## config.mk

```make
export PLATFORM = sky130hd
export DESIGN_NAME = parking_gate_arbiter
export DESIGN_NICKNAME = d
export VERILOG_FILES = /design/src/rtl/parking_gate_arbiter.sv
export SDC_FILE = /design/constraint.sdc
export NUM_CORES = 1
export LEC_CHECK = 0
export CAP_MARGIN = 20
export CORE_MARGIN = 4
export CORE_UTILIZATION = 30
export DETAILED_ROUTE_END_ITERATION = 8
export PLACE_DENSITY = 0.57
export SKIP_LAST_GASP = 1
export SLEW_MARGIN = 20
export SYNTH_ARGS = -nofsm -noshare
export SYNTH_HDL_FRONTEND = slang
export SYNTH_SLANG_ARGS = --single-unit
export TNS_END_PERCENT = 100
```

## constraint.sdc

```tcl
create_clock -name clk -period 6.9 [get_ports clk]
set_input_delay 1.035 -clock clk [delete_from_list [all_inputs] [get_ports clk]]
set_output_delay 1.035 -clock clk [all_outputs]
set_load 0.05 [all_outputs]
```

## src/rtl/parking_gate_arbiter.sv

```systemverilog
// Barrier gate arbiter: shares one gate between the entrance and exit lanes with
// alternating tie priority, an open-timeout, a post-service guard and lot occupancy.
module parking_gate_arbiter #(
  parameter int CAPACITY = 8,
  parameter int CNT_W    = 4,
  parameter int TIMEOUT  = 16,
  parameter int GUARD    = 2
) (
  input  logic             clk,
  input  logic             reset,
  input  logic             entry_req,
  input  logic             exit_req,
  input  logic             car_passed,
  output logic             gate_open,
  output logic             entry_grant,
  output logic             exit_grant,
  output logic             full,
  output logic             empty,
  output logic [CNT_W-1:0] occupancy,
  output logic             timeout
);
  localparam int OT_W = $clog2(TIMEOUT);
  localparam int GT_W = $clog2(GUARD + 1);
  localparam logic [CNT_W-1:0] CAP = CNT_W'(CAPACITY);

  typedef enum logic [1:0] {IDLE, OPEN_ENTRY, OPEN_EXIT, CLOSING} state_t;

  state_t          state, next_state;
  logic [OT_W-1:0] open_timer;
  logic [GT_W-1:0] guard_timer;
  logic            last_exit;
  logic            entry_valid, exit_valid, is_open, time_up, guard_done;

  assign entry_valid = entry_req && !full;
  assign exit_valid  = exit_req && !empty;
  assign is_open     = (state == OPEN_ENTRY) || (state == OPEN_EXIT);
  assign time_up     = open_timer == OT_W'(TIMEOUT - 1);
  assign guard_done  = guard_timer == GT_W'(GUARD - 1);

  always_ff @(posedge clk or posedge reset) begin
    if (reset) state <= IDLE;
    else       state <= next_state;
  end

  always_comb begin
    next_state = state;
    unique case (state)
      IDLE: begin
        if (entry_valid && exit_valid) next_state = last_exit ? OPEN_ENTRY : OPEN_EXIT;
        else if (entry_valid)          next_state = OPEN_ENTRY;
        else if (exit_valid)           next_state = OPEN_EXIT;
      end
      OPEN_ENTRY, OPEN_EXIT: begin
        if (car_passed || time_up) next_state = CLOSING;
      end
      CLOSING: begin
        if (guard_done) next_state = IDLE;
      end
      default: next_state = IDLE;
    endcase
  end

  // A pass on the final open cycle wins over the timeout.
  always_ff @(posedge clk or posedge reset) begin
    if (reset) begin
      open_timer  <= '0;
      guard_timer <= '0;
      last_exit   <= 1'b0;
      occupancy   <= '0;
      timeout     <= 1'b0;
    end else begin
      open_timer  <= (is_open && next_state == state) ? open_timer + 1'b1 : '0;
      guard_timer <= (state == CLOSING && next_state == CLOSING) ? guard_timer + 1'b1 : '0;
      timeout     <= is_open && !car_passed && time_up;
      if (state == IDLE && next_state == OPEN_ENTRY)     last_exit <= 1'b0;
      else if (state == IDLE && next_state == OPEN_EXIT) last_exit <= 1'b1;
      if (state == OPEN_ENTRY && car_passed && occupancy != CAP)
        occupancy <= occupancy + 1'b1;
      else if (state == OPEN_EXIT && car_passed && occupancy != '0)
        occupancy <= occupancy - 1'b1;
    end
  end

  always_comb begin
    gate_open   = is_open;
    entry_grant = (state == OPEN_ENTRY);
    exit_grant  = (state == OPEN_EXIT);
    full        = (occupancy == CAP);
    empty       = (occupancy == '0);
  end
endmodule

```

# ---- Word level (Yosys, flattened, before mapping)
# Index checks and enable logic that the tools add are counted.
dict set report word_totals {
  reg_bits 14
  word_cells 58
  output_inout_bits 10
  input_bits 5
}
dict set report classes {
  reduce_logical 24
  n_addsub 4
  n_mux 13
  n_eq_ne 11
}
# op n
set ops {}
lappend ops {{$mux W2} 7}
lappend ops {{$logic_and A1 B1 Y1} 13}
lappend ops {{$mux W4} 3}
lappend ops {{$add A4 B1 Y4 const B} 2}
lappend ops {{$eq A2 B2 Y1 const B} 4}
lappend ops {{$eq A4 B4 Y1 const B} 2}
lappend ops {{$eq A2 B1 Y1 const B} 3}
lappend ops {{$pmux W2 S3} 1}
lappend ops {{$logic_not A4 Y1} 1}
lappend ops {{$ne A4 B4 Y1 const B} 1}
lappend ops {{$reduce_bool A2 Y1} 2}
lappend ops {{$reduce_bool A4 Y1} 1}
lappend ops {{$sub A4 B1 Y4 const B} 1}
lappend ops {{$logic_not A1 Y1} 3}
lappend ops {{$add A2 B1 Y2 const B} 1}
lappend ops {{$eq A2 B2 Y1} 1}
lappend ops {{$logic_not A2 Y1} 1}
lappend ops {{$logic_or A1 B1 Y1} 2}
lappend ops {{$mux W1} 2}
lappend ops {{$reduce_or A2 Y1} 1}

# ---- Depth between registers and ports, before layout
dict set report depth {
  word_depth 11
  mapped_depth 9
  ltp_nobuf 9
}

# ---- Least setup slack after synthesis
# No wires, ideal clock.
dict set report synth_path {
  path_type {register to output}
  start {reg occupancy[0]}
  end {out empty}
  arrival_ps 2276
  path_stages_with_launch 2
  n_path_buf 0
  slack_ps 3589
  required_ps 5865
  cell_sequence {dfrtp_1 -> nor4_1}
}
dict set report synth_via {
  elab_chain_cells 1
}
# element line_no
set synth_rtl {}
lappend synth_rtl {{from (decl)} 19} ;# output logic [CNT_W-1:0] occupancy,
lappend synth_rtl {{from (signal assigned)} 78} ;# occupancy <= occupancy + 1'b1;
lappend synth_rtl {{from (signal assigned)} 80} ;# occupancy <= occupancy - 1'b1;
lappend synth_rtl {{$logic_not A4 Y1} 89} ;# empty = (occupancy == '0);
lappend synth_rtl {{to (decl)} 18} ;# output logic empty,
# Every way passes these cells.

# ---- Worst setup path after layout
dict set report layout_path {
  start {reg occupancy[0]}
  end {out full}
}
dict set report layout_via {
  elab_chain_cells 1
}
# element line_no
set layout_rtl {}
lappend layout_rtl {{$eq A4 B4 Y1} 88} ;# full = (occupancy == CAP);
lappend layout_rtl {{to (decl)} 17} ;# output logic full,
# Every way passes these cells.

==> qor.csv <==
stage,metric,value,unit
clocking,cts_buffers,3,
global_routing,grt_pass1_wl,3370,um
floorplanning,die_w,63.7,um
final_layout,drive_above_1_share,0.102,
final_layout,fin_cells,139,
setup_path,cp.arrival,2380,ps
placed_design,io_buffers,14,
timing,worstMarginPinSlew,512,ps
setup_path,start_kind,flip-flop,
clocking,clockBufferDepth,2,
clocking,ctsResizeCount,0,
synthesis,synth-seq-cells,14,
synthesis,synth_top_area_share,0.376,
flow_run,drv_cap,0,
floorplanning,dieHeight,63.7,um
clocking,cts_max_level,1,
detailed_routing,final_antenna_net_count,0,
synthesis,synth_area_leader_cell,dfrtp_1,
floorplanning,coreArea,2850,sq um
detailed_routing,via_count,737,
detailed_routing,drc,0,
detailed_routing,dr.first_iter.drc_count,16,
global_routing,grt_pass1_vias,744,
floorplanning,pin_count,15,
clocking,cts_setup_buffers,0,
setup_path,cp-end-kind,output port,
final_layout,n_antenna_cell,0,
global_routing,grt.overflow.total,0,
setup_path,path_delay_family,buffers and inverters,
final_layout,final_nets,124,
timing,final-hold-violation-count,0,
detailed_routing,dr.pass1.iters,4,
timing,maxSlewViolCount,0,
synthesis,synth_edf_count,0,
clocking,cts.clk_slew.worst_paths,80,ps
detailed_routing,wl_per_cell,13.8,um
synthesis,ys_seq_area_frac,0.376,
placed_design,hpwl,1510,um
setup_path,path_buf_inv,2,
synthesis,postSynthAreaPerCell,10.1,sq um
worst_hold_path,hold_class,flip-flop to flip-flop,
setup_path,crit_slowest_cell,clkdlybuf4s50_1,
clocking,cts_tree,yes,
synthesis,synth.distinct_cells,32,
clocking,hold_buffers,0,
setup_path,max_stage_delay,800,ps
timing,finalCritPeriodShare,0.494,
timing,tns,0,ps
setup_path,critPathKind,flip-flop to output port,
clocking,cts-root-buf,clkbuf_4,
placed_design,dp_cells,136,
synthesis,syn_area,931,sq um
global_routing,grt_max_degree,15,
timing,finClkSkew,2.45,ps
global_routing,track_usage,0.102,
synthesis,synthTopCellsByArea,"dfrtp_1 38%, ha_1 11%, o21ai_0 4.8%",
final_layout,syn_to_final_growth,21.1,%
timing,rsz0062_at_grt,no,
synthesis,synth_common_cells,"14 x dfrtp_1, 9 x o21ai_0, 8 x ha_1",
detailed_routing,routed_wl,1920,um
setup_path,path_cells,"or4b_1, inv_1, clkdlybuf4s50_1",
detailed_routing,via_per_inst,5.30,
floorplanning,start_util,0.326,
timing,fmax,0.293,GHz
setup_path,worstPathMaxFanout,8,
floorplanning,std_cell_rows,19,
clocking,clock_sinks,14,
outcome,status,finished clean,
timing,finalCriticalPeriod,3410,ps
setup_path,crit_required,5860,ps
placed_design,gp_congestion,0.864,
floorplanning,fp.dieArea,4060,sq um
synthesis,yosys.cell_count.top_type,dfrtp_1,
clocking,clock_latency,270,ps
synthesis,synthCells,92,
synthesis,yosysWarnings,0,
synthesis,async_reset_ff_frac,1.00,
timing,setup_viol,0,
global_routing,antenna_found_initial,0,
synthesis,synthFlopType,dfrtp_1,
timing,relSlewSlack,0.655,
synthesis,syn_nets,106,
-- state kept, by name (all words and copies together) (netlist names) --
register and count:
guard_timer 2, open_timer 4, occupancy 4, last_exit 1, state 2, timeout 1
-- cells by family after synthesis --
logic type,Yosys count,synth area share
xor gates and xnor gates,5,0.0471
muxes,1,0.0108
DFF,14,0.376
AOI/OAI and AO/OA,27,0.229
buffers and inverters,8,0.0336
adders and majority gates,9,0.129
and+or+nand+nor,28,0.175
-- area by class of cell --
type	instances	area, sq um
Clock buffer	3	22.5
Fill cell	288	1730
Inverter	7	26.3
Multi-Input combinational cell	70	549
Sequential cell	14	350
Tap cell	31	38.8
Timing Repair Buffer	14	140
-- per-stage QoR --
stage | worst slack, ps | utilization | hold slack [ps] | area (sq um)
final | 3490 | 0.395 | 454 | 1130
after global routing | 3390 | 0.395 | 493 | 1130
after CTS | 3470 | 0.395 | 460 | 1130
after detailed placement | 3740 | 0.387 | 450 | 1100
after global placement | 3800 | 0.387 | 429 | 1100
after floorplan | 3590 | - | 416 | 931
-- metal layers --
metal / GRT usage / wire [um]
met2: 0.163 / 926
met5: 0 / 0
met4: 0.0243 / 15
met3: 0.0231 / 53
met1: 0.141 / 923
-- layout by cell type (no fill, tap or decap), drive strengths merged, types with 3 or more instances in the layout --
cell type / Yosys / final
clkdlybuf4s50: 0 / 14
nand2: 7 / 7
a21oi: 9 / 9
nor3: 3 / 3
o21ai: 9 / 9
clkbuf: 1 / 3
dfrtp: 14 / 14
xnor2: 3 / 3
nor4: 4 / 4
inv: 7 / 7
ha: 8 / 8
-- final timing paths --
check	end	depth (start not counted)	slack [ps]	startpoint
worst max-delay path	full	3	3490	occupancy[0]
worst min-delay path	guard_timer[0]	1	450	guard_timer[0]
worst max register to register	occupancy[3]	8	4240	occupancy[0]
worst min register to register	guard_timer[0]	1	450	guard_timer[0]
max in group asynchronous	state[1]	2	5460	reset
min in group asynchronous	timeout	2	1090	reset
Power is not shown: default switching activity piles up to over one toggle a cycle in this logic, so the estimate is an artifact.
